<file path="src/rtl/mac_accumulator.sv">
// mac_accumulator: two-stage pipelined signed multiply-accumulate for one
// dot product per vector. Stage 1 registers the exact 2*BIT_WIDTH product.
// Stage 2 accumulates the products and emits one result per vector, marked
// by in_last.
//
// Ports:
//   clk, rst           rising-edge clock, synchronous active-high reset
//   in_a, in_b         signed operands (Q format with FRAC_WIDTH fraction bits)
//   in_valid, in_last  operand pair valid / final pair of the vector
//   in_ready           pair accepted this cycle when in_valid is also high
//   out_data           signed accumulated dot product, 2*FRAC_WIDTH fraction bits
//   out_count          number of pairs in the emitted vector (wraps)
//   out_valid          out_data/out_count valid, held until out_ready
//   out_ready          downstream accepts the result
//
// Optional macro ACC_SAT_EN: when defined, each accumulate add saturates to
// the signed 2*BIT_WIDTH range. When it is undefined, the add wraps.
module mac_accumulator #(
  parameter int BIT_WIDTH  = 16,
  parameter int FRAC_WIDTH = 8,
  parameter int CNT_WIDTH  = 8
) (
  input  logic                   clk,
  input  logic                   rst,
  input  logic [BIT_WIDTH-1:0]   in_a,
  input  logic [BIT_WIDTH-1:0]   in_b,
  input  logic                   in_valid,
  input  logic                   in_last,
  output logic                   in_ready,
  output logic [2*BIT_WIDTH-1:0] out_data,
  output logic [CNT_WIDTH-1:0]   out_count,
  output logic                   out_valid,
  input  logic                   out_ready
);

  localparam int W2 = 2 * BIT_WIDTH;

  if (FRAC_WIDTH >= BIT_WIDTH) begin : g_bad_frac
    $error("FRAC_WIDTH must be smaller than BIT_WIDTH");
  end

  logic                 en;
  logic signed [W2-1:0] p;
  logic                 p_valid;
  logic                 p_last;
  logic signed [W2-1:0] acc;
  logic signed [W2-1:0] add;
  logic signed [W2-1:0] sum;
  logic [CNT_WIDTH-1:0] cnt;
  logic [CNT_WIDTH-1:0] cnt_next;
  logic                 first;

  // The whole pipeline advances only when the output register is free or
  // is being drained in this cycle.
  assign en       = ~out_valid | out_ready;
  assign in_ready = en;

`ifdef ACC_SAT_EN
  logic [W2:0] wide_sum;

  // A sign-extended add exposes overflow as a mismatch of the top two bits.
  always_comb begin
    wide_sum = {acc[W2-1], acc} + {p[W2-1], p};
    if (wide_sum[W2] != wide_sum[W2-1]) begin
      add = wide_sum[W2] ? {1'b1, {(W2-1){1'b0}}} : {1'b0, {(W2-1){1'b1}}};
    end else begin
      add = wide_sum[W2-1:0];
    end
  end
`else
  assign add = acc + p;
`endif

  assign sum      = first ? p : add;
  assign cnt_next = first ? CNT_WIDTH'(1) : cnt + CNT_WIDTH'(1);

  always_ff @(posedge clk) begin
    if (rst) begin
      p         <= '0;
      p_valid   <= 1'b0;
      p_last    <= 1'b0;
      acc       <= '0;
      cnt       <= '0;
      first     <= 1'b1;
      out_data  <= '0;
      out_count <= '0;
      out_valid <= 1'b0;
    end else if (en) begin
      // Sign-extending both operands before the multiply makes the product exact.
      p       <= W2'($signed(in_a)) * W2'($signed(in_b));
      p_valid <= in_valid;
      p_last  <= in_last;

      if (p_valid) begin
        if (p_last) begin
          out_data  <= sum;
          out_count <= cnt_next;
          out_valid <= 1'b1;
          acc       <= '0;
          cnt       <= '0;
          first     <= 1'b1;
        end else begin
          acc   <= sum;
          cnt   <= cnt_next;
          first <= 1'b0;
        end
      end

      if (!(p_valid && p_last) && out_ready) begin
        out_valid <= 1'b0;
      end
    end
  end

endmodule

</file>
<file path="config.mk">
export PLATFORM = sky130hd
export DESIGN_NAME = mac_accumulator
export DESIGN_NICKNAME = d
export VERILOG_FILES = /design/src/rtl/mac_accumulator.sv
export SDC_FILE = /design/constraint.sdc
export NUM_CORES = 1
export LEC_CHECK = 0
export BUFFER_PORTS_ARGS = -buffer_cell sky130_fd_sc_hd__buf_4
export CORE_MARGIN = 4
export CORE_UTILIZATION = 40
export DETAILED_ROUTE_END_ITERATION = 7
export HOLD_SLACK_MARGIN = 0.02
export PLACE_DENSITY = 0.62
export SETUP_SLACK_MARGIN = 0.2
export SLEW_MARGIN = 15
export SYNTH_ARGS = -nofsm -noshare
export SYNTH_HDL_FRONTEND = slang
export SYNTH_SLANG_ARGS = --single-unit
</file>
<file path="constraint.sdc">
create_clock -name clk -period 7.65 [get_ports clk]
set_input_delay 0.3825 -clock clk [delete_from_list [all_inputs] [get_ports clk]]
set_output_delay 0.3825 -clock clk [all_outputs]
set_load 0.02 [all_outputs]
</file>
; ---- Word level (Yosys, flattened, before mapping)
; Cells that the tools add are included.
[totals]
out_inout_bits = 42
wordCells = 30
inputBits = 37
regBits = 116
[op_classes]
n_reduce_logical = 8
bitwise_logic = 2
muxes = 8
n_mul = 1
addsub = 2
[op_table]
columns = cell, n
row1 = $mux 32, 2
row2 = $add 32x32->32, 1
row3 = $mul 16x16->32, 1
row4 = $mux 8, 2
row5 = $add 8x1->8 const B, 1
row6 = $reduce_and 3->1, 2
row7 = $mux 1, 4
row8 = $reduce_bool 2->1, 2
row9 = $logic_and 1x1->1, 2
row10 = $reduce_and 2->1, 1
row11 = $logic_not 1->1, 1
row12 = $not 1->1, 1
row13 = $or 1x1->1, 1

; ---- Longest topological paths before layout
; Gate-level depths: netlist of run 1.
[logic_depth]
depth_word = 5
ltp_mapped = 23
depth_no_buf = 22

; ---- Worst setup path after synthesis of run 1
; Ideal clock, no wire load.
[synth_timing]
kind = input -> register
startpoint = input port in_a[15]
endpoint = register p[31]
path_slack_ps = 1401
path_stages = 21
path_buffers = 1
t_required_ps = 7534
arrival_time_ps = 6133
cell_sequence = clkbuf_1 > nand2_1 > inv_1 > fa_1 > fa_1 > fa_1 > fa_1 > fa_1 > inv_1 > fa_1 > inv_1 > ha_1 > a21o_1 > a21o_1 > a211o_1 > a31o_2 > a21oi_1 > nand3_1 > a41oi_1 > mux2_1 > a31o_2
[synth_via]
elab_chain_cells = 1
[synth_rtl]
columns = item, line_no
row1 = "start, declared", 25  ; input logic [BIT_WIDTH-1:0] in_a,
row2 = $mul 16x16->32, 90  ; p <= W2'($signed(in_a)) * W2'($signed(in_b));
row3 = "end signal, assigned", 90
row4 = "end, declared", 43  ; logic signed [W2-1:0] p;
; No other way between the ends.
; A chain may end at the register's enable or synchronous reset.

; ---- Worst setup path in the final report of run 1
; Ends and elaborated chain as after synthesis.

==> results of run 1 <==
[flip-flops by register name, indices dropped and copies added, names as in the netlist]
name and cells:
acc 32, out_data 32, p 32, cnt 8
out_count 8, first 1, out_valid 1, p_last 1
p_valid 1
[final timing paths]
check / from / end / slack [ps]
max reg2reg: p[0] / out_data[20] / 4440
min reg2reg: out_data[28] / out_data[28] / 460
max: in_a[15] / p[31] / 1510
min: in_valid / p_valid / 230
[worst max-delay path: cells and delay by family]
family	cells	cell delay [ps]
fa+ha+maj	7	3560
mux	1	350
simple gates	2	240
compound gates	7	1560
buf+inv	4	350
[area by class of cell]
| cell class | count | area share, % |
|---|---|---|
| timing repair buffer | 85 | 3.781 |
| multi-input combinational | 1299 | 69.13 |
| sequential | 116 | 13.35 |
| clock inverter | 10 | 0.6110 |
| inverter | 311 | 6.707 |
| clock buffer | 21 | 2.703 |
| tap | 518 | 3.724 |
[cell usage after synthesis, drive strengths merged (3+ instances only)]
| library cell | instances | area share, % |
|---|---|---|
| buf | 4 | 0.10 |
| a21oi | 89 | 2.8 |
| a21o | 27 | 1.3 |
| o31a | 4 | 0.22 |
| nor3b | 4 | 0.26 |
| nand4 | 7 | 0.32 |
| a211o | 4 | 0.22 |
| inv | 311 | 7.4 |
| nand4b | 3 | 0.17 |
| o31ai | 6 | 0.32 |
| nor4b | 4 | 0.26 |
| clkbuf | 77 | 1.8 |
| o21bai | 9 | 0.45 |
| dfxtp | 116 | 15 |
| o21a | 9 | 0.43 |
| fa | 263 | 33 |
| a31oi | 6 | 0.24 |
| mux2i | 7 | 0.44 |
| a22o | 24 | 1.3 |
| nor3 | 20 | 0.63 |
| nor2 | 79 | 1.9 |
| a21boi | 5 | 0.26 |
| and3 | 8 | 0.32 |
| nor2b | 8 | 0.32 |
| a211oi | 16 | 0.90 |
| and2 | 129 | 5.1 |
| nand3 | 33 | 1.1 |
| a22oi | 19 | 0.90 |
| a31o | 6 | 0.33 |
| nand2b | 8 | 0.32 |
| ha | 114 | 9.0 |
| xnor2 | 40 | 2.2 |
| a32o | 4 | 0.25 |
| xor2 | 16 | 0.89 |
| o311ai | 3 | 0.17 |
| nand2 | 224 | 5.3 |
| o211ai | 5 | 0.24 |
| o21ai | 71 | 2.3 |
[per-layer routing]
layer  up-vias  share of wire, %  global-route usage [%]
li1       5815                 -                       -
met1      6224                42                   23.33
met2       209                53                   33.95
met3        58               3.2                   1.843
met4         0               2.3                   4.721
met5         -                 0                       0
[logic make-up after synthesis]
kind of cell / after synthesis / synth area share (%)
multiplexers: 9 / 0.5855
AND/OR/NAND/NOR: 535 / 16.33
XOR/XNOR: 56 / 3.102
adder cells (fa/ha/maj): 377 / 42.32
buffers and inverters: 392 / 9.313
flip-flops: 116 / 14.69
AO/OA/AOI/OAI: 322 / 13.67
[metrics by stage]
step	setup slack (ps)	std cells	instance area, µm²	hold WS, ps
global placement	1169	2328	16800	443.1
CTS	1504	2359	17380	216.8
global route	1174	2360	17410	234.6
detailed placement	1078	2328	16800	447.3
floorplan	1401	1807	15810	435.6
finish	1512	2360	17410	233.2
==> impl_metrics.py, run 1 <==
metrics = {
    "run_status": {
        "status": "finished, final reports clean",
    },
    "final_layout": {
        "fill_cells": 3731,
        "antenna_cells": 0,
        "post-route-util_pct": 44.83,
        "final_common_cell": "inv_1",
        "multi_input_area_um2": 12030,
        "nets": 2244,
        "syn2layout_area_growth_pct": 10.07,
        "seqCellArea_um2": 2323,
        "final_cell_mix": "inv_1, fa_1, nand2_1",
        "layout-drive-gt1-share_pct": 7.709,
    },
    "place": {
        "port_buffers": 78,
        "place.detailed.hpwl_um": 30160,
        "gp_congestion": 0.8313,
    },
    "global_routing": {
        "antenna_found_initial": 0,
        "overflow": 0,
        "grt_pass1_vias": 13070,
        "track_usage_pct": 18.47,
        "grt_start_max_net_pins": 79,
        "grt_pass1_wl_um": 64450,
    },
    "detailed_routing": {
        "drc": 0,
        "drt-pass1-iter-count": 5,
        "routed_wl_um": 37770,
        "drt-initial-drc-count": 693,
        "vias": 12310,
        "viasPerCell": 5.214,
        "wl_per_cell_um": 16.00,
        "ant_nets": 0,
    },
    "die": {
        "die-area_um2": 42780,
        "die_h_um": 206.8,
        "core_area_um2": 38830,
        "start_util_pct": 40.73,
        "die_w_um": 206.8,
        "ios": 79,
        "rows": 72,
    },
    "timing": {
        "slew_headroom_pct": 30.51,
        "maxSlewViolCount": 0,
        "finalSetupTns_ps": 0,
        "tightest_slew_ps": 1042,
        "hold_violations": 0,
        "grt_setup_unrepaired": "false",
        "finalCritPeriodShare_pct": 80.23,
        "max_freq_mhz": 162.9,
        "setup_viol": 0,
        "period_minus_slack_ps": 6138,
        "finClkSkew_ps": 6.565,
    },
    "critical_path": {
        "cp.arrival_ps": 6440,
        "path_cells": "buf_4, nand2_1, inv_1, fa_1, fa_1, fa_1, fa_1, fa_1, inv_1, fa_1, inv_1, ha_1, a21o_1, a21o_1, a211o_1, a31o_2, a21oi_1, nand3_1, a41oi_1, mux2_1, a31o_2",
        "critPathCaptureType": "flop",
        "required_ps": 7960,
        "crit_fanout": 16,
        "cp_common_cell": "fa_1",
        "critPathLaunchType": "input port",
        "critPathMaxStageDelay_ps": 750,
        "r2r_cells": 11,
        "crit_slowest_cell": "fa_1",
        "path_class": "input port to flop",
    },
    "synthesis": {
        "syn_area_um2": 15810,
        "yosys_warnings": 0,
        "syn_inst": 1807,
        "synth_flop_cell": "dfxtp_1",
        "ys_seq_elements": 116,
        "syn_avg_cell_area_um2": 8.751,
        "syn_nets": 2221,
        "synth_edf_count": 0,
        "synth.distinct_cells": 75,
        "ys_seq_area_share_pct": 14.69,
        "async_flop_share_pct": 0,
    },
    "hold_path": {
        "hp-class": "input port to flop",
        "holdPathStages": 3,
    },
    "cts": {
        "cts_tree": "built",
        "post_cts_resized": 0,
        "clk_path_buf_depth": 2,
        "htree_levels": 4,
        "cts_buffers": 17,
        "hold_buffers": 0,
        "ctsRootBufferMaster": "clkbuf_16",
        "postCtsSetupRepairBufs": 0,
        "clkTransAtPathRegs_ps": 60,
        "clkLatencyLatePin_ps": 410,
        "cts_sinks": 116,
    },
    "run": {
        "maxCapViolCount": 0,
    },
}
Power of run 1 is left out: the tool's default activity adds up to more than one toggle a clock period on the data nets, which glitch-free logic cannot reach.
==> run 2, diff against run 1 <==
--- a/config.mk
+++ b/config.mk
@@ -10,7 +10,7 @@
 export CORE_UTILIZATION = 40
 export DETAILED_ROUTE_END_ITERATION = 7
 export HOLD_SLACK_MARGIN = 0.02
-export PLACE_DENSITY = 0.62
+export PLACE_DENSITY = 0.64
 export SETUP_SLACK_MARGIN = 0.2
 export SLEW_MARGIN = 15
 export SYNTH_ARGS = -nofsm -noshare
==> constraint.sdc (replaced) <==
create_clock -name clk -period 5.6 [get_ports clk]
set_input_delay 0.28 -clock clk [delete_from_list [all_inputs] [get_ports clk]]
set_output_delay 0.28 -clock clk [all_outputs]
set_load 0.02 [all_outputs]
==> run 2 against run 1 <==
Cell area increased by 8.6%. Routed wire length grew 4.2%. Worst setup slack worse by 1300 ps. Register-to-register slack lost 2100 ps. Worst hold slack worse by 110 ps. Clock-buffer cell count increased by 2. Cell count up 6.0%.
==> impl_metrics.py, run 2 (synthesis gave the netlist of run 1 again) <==
metrics = {
    "run_status": {
        "status": "finished, final reports clean",
    },
    "timing": {
        "finalSetupTns_ps": 0,
        "maxSlewViolCount": 0,
        "slew_headroom_pct": 27.12,
        "finClkSkew_ps": 10.65,
        "setup_viol": 0,
        "tightest_slew_ps": 1091,
        "grt_setup_unrepaired": "true",
        "finalCritPeriodShare_pct": 97.05,
        "hold_violations": 0,
        "period_minus_slack_ps": 5435,
        "max_freq_mhz": 184.0,
    },
    "detailed_routing": {
        "vias": 12760,
        "drt-initial-drc-count": 697,
        "drt-pass1-iter-count": 5,
        "wl_per_cell_um": 15.74,
        "drc": 0,
        "routed_wl_um": 39370,
        "ant_nets": 0,
        "viasPerCell": 5.102,
    },
    "hold_path": {
        "min_to": "p_valid",
        "hp-class": "input port to flop",
        "hold_start": "in_valid",
        "holdPathStages": 3,
    },
    "place": {
        "place.detailed.hpwl_um": 32100,
        "port_buffers": 78,
        "gp_congestion": 0.9044,
    },
    "cts": {
        "clkTransAtPathRegs_ps": 60,
        "cts_buffers": 17,
        "clkLatencyLatePin_ps": 420,
        "ctsRootBufferMaster": "clkbuf_16",
        "cts_tree": "built",
        "htree_levels": 4,
        "clk_path_buf_depth": 2,
        "cts_sinks": 116,
    },
    "global_routing": {
        "track_usage_pct": 19.20,
        "grt_use_met3_pct": 2.187,
        "grt-busiest-layer": "met2",
        "use_met1_pct": 24.17,
        "antenna_found_initial": 0,
        "use_met2_pct": 35.46,
        "grt_start_max_net_pins": 79,
        "grt_pass1_wl_um": 67030,
        "overflow": 0,
        "grt_pass1_vias": 13650,
    },
    "die": {
        "core_area_um2": 38830,
        "die_w_um": 206.8,
        "start_util_pct": 40.73,
        "die_h_um": 206.8,
        "rows": 72,
        "ios": 79,
        "die-area_um2": 42780,
    },
    "final_layout": {
        "antenna_cells": 0,
        "nets": 2385,
        "final_common_cell": "inv_1",
        "fill_cells": 3606,
        "reg.largest.list": "acc (32), out_data (32), p (32)",
        "final_cell_mix": "inv_1, fa_1, nand2_1",
        "seqCellArea_um2": 2323,
        "multi_input_area_um2": 12350,
        "layout-drive-gt1-share_pct": 17.49,
        "syn2layout_area_growth_pct": 19.59,
    },
    "critical_path": {
        "critPathLaunchType": "input port",
        "path_class": "input port to flop",
        "cp.arrival_ps": 5750,
        "crit_fanout": 10,
        "reg2reg_from": "p[0]",
        "r2r_cells": 11,
        "ff2ff_setup_slack_ps": 2370,
        "r2r_end": "out_data[20]",
        "required_ps": 5910,
        "critPathCaptureType": "flop",
    },
    "run": {
        "maxCapViolCount": 0,
    },
}
-- run 2: cell count changes in the layout (fill, tap and decap cells not counted), moves of 7 or more --
| cell | before | now |
|---|---|---|
| buf_4 | 84 | 194 |
| buf_6 | 0 | 27 |
| fa_1 | 263 | 251 |
| fa_2 | 0 | 12 |
| a21oi_1 | 87 | 76 |
| a21oi_2 | 1 | 11 |
| ha_1 | 114 | 105 |
| ha_4 | 0 | 7 |
-- run 2: layer usage --
metal | vias to the layer above | part of all wire (%)
li1 | 6095 | -
met1 | 6389 | 42
met2 | 218 | 53
met3 | 62 | 2.8
met4 | 0 | 1.8
met5 | - | 0
-- run 2: layout make-up --
cell class / count / share of cell area [%]
multi-input combinational: 1299 / 65.33
sequential: 116 / 12.29
timing repair buffer: 226 / 9.839
inverter: 311 / 6.173
tap: 518 / 3.427
clock buffer: 23 / 2.527
clock inverter: 9 / 0.4168
-- run 2: critical path: stages --
cell and delay [ps]:
buf_6 120, buf_6 110, nand2_4 50, buf_4 130, fa_1 500, inv_1 60
fa_1 470, fa_1 520, fa_1 430, fa_1 490, inv_1 50, fa_1 470
inv_1 60, ha_4 210, a21o_1 170, a21o_1 170, a211o_1 260, a31o_2 240
a21oi_2 160, nand3_2 100, a41oi_2 160, mux2_4 310, a31o_2 200
-- run 2: worst max-delay path by stage --
stage             start  slack (ps)  endpoint  depth (start not counted)
2_1_floorplan  in_b[14]         -70     p[31]                         20
3_3_place_gp   in_a[15]        -320     p[31]                         20
3_5_place_dp    in_b[4]        -410     p[31]                         23
4_1_cts         in_b[3]         140     p[31]                         21
5_1_grt         in_b[4]         0.5     p[31]                         23
6_report        in_b[4]         170     p[31]                         23
-- run 2: what timing repair did --
item,in CTS,in global routing
cloned,0,1
hold buffers,0,0
setup buffers,5,3
resized for setup,42,46
endpoints found under the setup margin,3,15
pin swaps,38,35
endpoints found under the hold margin,0,0
-- run 2: through the flow --
step	setup slack, ps	hold WS, ps	std cells	util, %	cell area (µm²)
after global placement	-317.9	446.4	2461	46.12	17910
after detailed placement	-409.2	443.4	2461	46.12	17910
after floorplan	-67.92	420.5	1807	-	16010
after CTS	142.9	117.0	2498	48.08	18670
final	165.2	119.8	2502	48.70	18910
after global routing	0.4681	129.3	2502	48.70	18910
Power of run 2 is left out for the same reason.
==> run 3, diff against run 2 <==
--- a/config.mk
+++ b/config.mk
@@ -10,9 +10,10 @@
 export CORE_UTILIZATION = 40
 export DETAILED_ROUTE_END_ITERATION = 7
 export HOLD_SLACK_MARGIN = 0.02
+export MAX_ROUTING_LAYER = met4
 export PLACE_DENSITY = 0.64
 export SETUP_SLACK_MARGIN = 0.2
-export SLEW_MARGIN = 15
+export SLEW_MARGIN = 0
 export SYNTH_ARGS = -nofsm -noshare
 export SYNTH_HDL_FRONTEND = slang
 export SYNTH_SLANG_ARGS = --single-unit
==> run 3 against run 2 <==
Utilization up 0.38 points. Cell area is 0.77% higher. Die area stayed put. Routed wire length down 0.82%. First-iteration DRC count decreased by 25%. Sequential cell count is the same. Non-clock buffer count is the same. Worst setup slack worse by 27 ps. Clock-buffer cell count fell by 3. Sequential share of layout area decreased by 0.094 points. Cell count did not move. Critical endpoint unchanged. Highest routed layer unchanged.
==> impl_metrics.py, run 3 (synthesis gave the netlist of run 1 again) <==
metrics = {
    "timing": {
        "maxSlewViolCount": 0,
        "hold_violations": 0,
        "max_freq_mhz": 183.1,
        "setup_viol": 0,
        "finalSetupTns_ps": 0,
        "finalCritPeriodShare_pct": 97.53,
        "finClkSkew_ps": 7.079,
        "grt_setup_unrepaired": "true",
        "slew_headroom_pct": 23.76,
        "period_minus_slack_ps": 5462,
        "tightest_slew_ps": 1141,
    },
    "final_layout": {
        "layout-drive-gt1-share_pct": 17.69,
        "fill_cells": 3631,
        "antenna_cells": 0,
        "seqCellArea_um2": 2323,
        "reg.largest.list": "acc (32), out_data (32), p (32)",
        "nets": 2385,
        "syn2layout_area_growth_pct": 20.52,
        "final_cell_mix": "inv_1, fa_1, nand2_1",
        "final_common_cell": "inv_1",
        "multi_input_area_um2": 12390,
    },
    "cts": {
        "clk_path_buf_depth": 2,
        "cts_sinks": 116,
        "clkLatencyLatePin_ps": 410,
        "cts_tree": "built",
        "hold_buffers": 0,
        "cts_buffers": 17,
        "ctsRootBufferMaster": "clkbuf_16",
        "clkTransAtPathRegs_ps": 50,
        "htree_levels": 4,
    },
    "place": {
        "port_buffers": 78,
        "place.detailed.hpwl_um": 31570,
        "gp_congestion": 0.9126,
    },
    "hold_path": {
        "holdPathStages": 3,
        "hp-class": "input port to flop",
    },
    "die": {
        "ios": 79,
        "rows": 72,
        "die_w_um": 206.8,
        "core_area_um2": 38830,
        "die_h_um": 206.8,
        "start_util_pct": 40.73,
        "die-area_um2": 42780,
    },
    "global_routing": {
        "overflow": 0,
        "grt_pass1_vias": 13840,
        "antenna_found_initial": 0,
        "grt_pass1_wl_um": 67120,
        "track_usage_pct": 19.73,
        "grt_start_max_net_pins": 62,
    },
    "critical_path": {
        "cp_common_cell": "fa_1",
        "crit_fanout": 7,
        "critPathLaunchType": "input port",
        "path_cells": "buf_4, and2_1, fa_2, buf_12, fa_1, fa_1, fa_1, fa_1, inv_1, fa_1, inv_1, ha_4, a21o_1, a21o_1, a211o_1, a31o_2, a21oi_2, nand3_2, a41oi_2, mux2_4, a31o_4",
        "r2r_cells": 11,
        "crit_slowest_cell": "fa_2",
        "critPathMaxStageDelay_ps": 630,
        "cp.arrival_ps": 5770,
        "critPathCaptureType": "flop",
        "path_class": "input port to flop",
        "required_ps": 5910,
    },
    "detailed_routing": {
        "drc": 0,
        "viasPerCell": 5.098,
        "drt-pass1-iter-count": 5,
        "wl_per_cell_um": 15.61,
        "routed_wl_um": 39050,
        "vias": 12760,
        "ant_nets": 0,
        "drt-initial-drc-count": 520,
    },
    "run_status": {
        "status": "finished, final reports clean",
    },
    "run": {
        "maxCapViolCount": 0,
    },
}
-- run 3: cell count changes in the layout (fill, tap and decap cells not counted), sizes merged --
| cell | delta |
|---|---|
| bufinv | +5 |
| clkinv | -5 |
| clkinvlp | +2 |
| clkbuf | -3 |
| inv | +1 |
-- run 3: what timing repair did --
item | 4_1_cts | 5_1_grt
setup endpoints to repair | 3 | 16
setup buffers | 1 | 6
gates cloned | 0 | 1
pin swaps | 9 | 52
resized for setup | 10 | 72
-- run 3: layout make-up --
cell class	count	share of cell area (%)
multi-input combinational	1299	65.04
timing repair buffer	226	9.605
inverter	311	6.139
clock buffer	20	2.449
tap	518	3.401
sequential	116	12.19
clock inverter	12	1.175
-- run 3: final timing paths --
check                                     to  slack (ps)         start
worst max-delay path                   p[31]         140       in_b[3]
worst min-delay path                  p_last         120       in_last
worst max register to register  out_data[20]        2380          p[0]
worst min register to register  out_data[29]         460  out_data[29]
-- run 3: through the flow --
stage	hold slack, ps	setup WS [ps]	cells	cell area [µm²]	utilization (%)
6_report	124.6	138.2	2502	19060	49.08
5_1_grt	147.2	-79.16	2502	19060	49.08
4_1_cts	113.9	121.1	2495	18670	48.08
3_5_place_dp	452.7	-430.0	2462	17910	46.14
3_3_place_gp	444.2	-318.1	2462	17910	46.14
2_1_floorplan	420.5	-67.92	1807	16010	-
-- run 3: metal layers --
metal / track usage, % / vias up / share of wire, % / wire (µm)
met5: - / - / 0 / 0
met3: 2.156 / 58 / 2.5 / 977
met4: 4.769 / 0 / 2.5 / 986
met1: 24.66 / 6408 / 44 / 17100
li1: - / 6081 / - / -
met2: 34.55 / 209 / 51 / 19980
-- run 3: worst max-delay path, delay by kind of cell --
kind | cells | cell delay (ps)
buffers and inverters | 4 | 380
adders and majority gates | 7 | 3150
and+or+nand+nor | 2 | 260
muxes | 1 | 320
AOI/OAI and AO/OA | 7 | 1360
Power of run 3 is left out for the same reason.
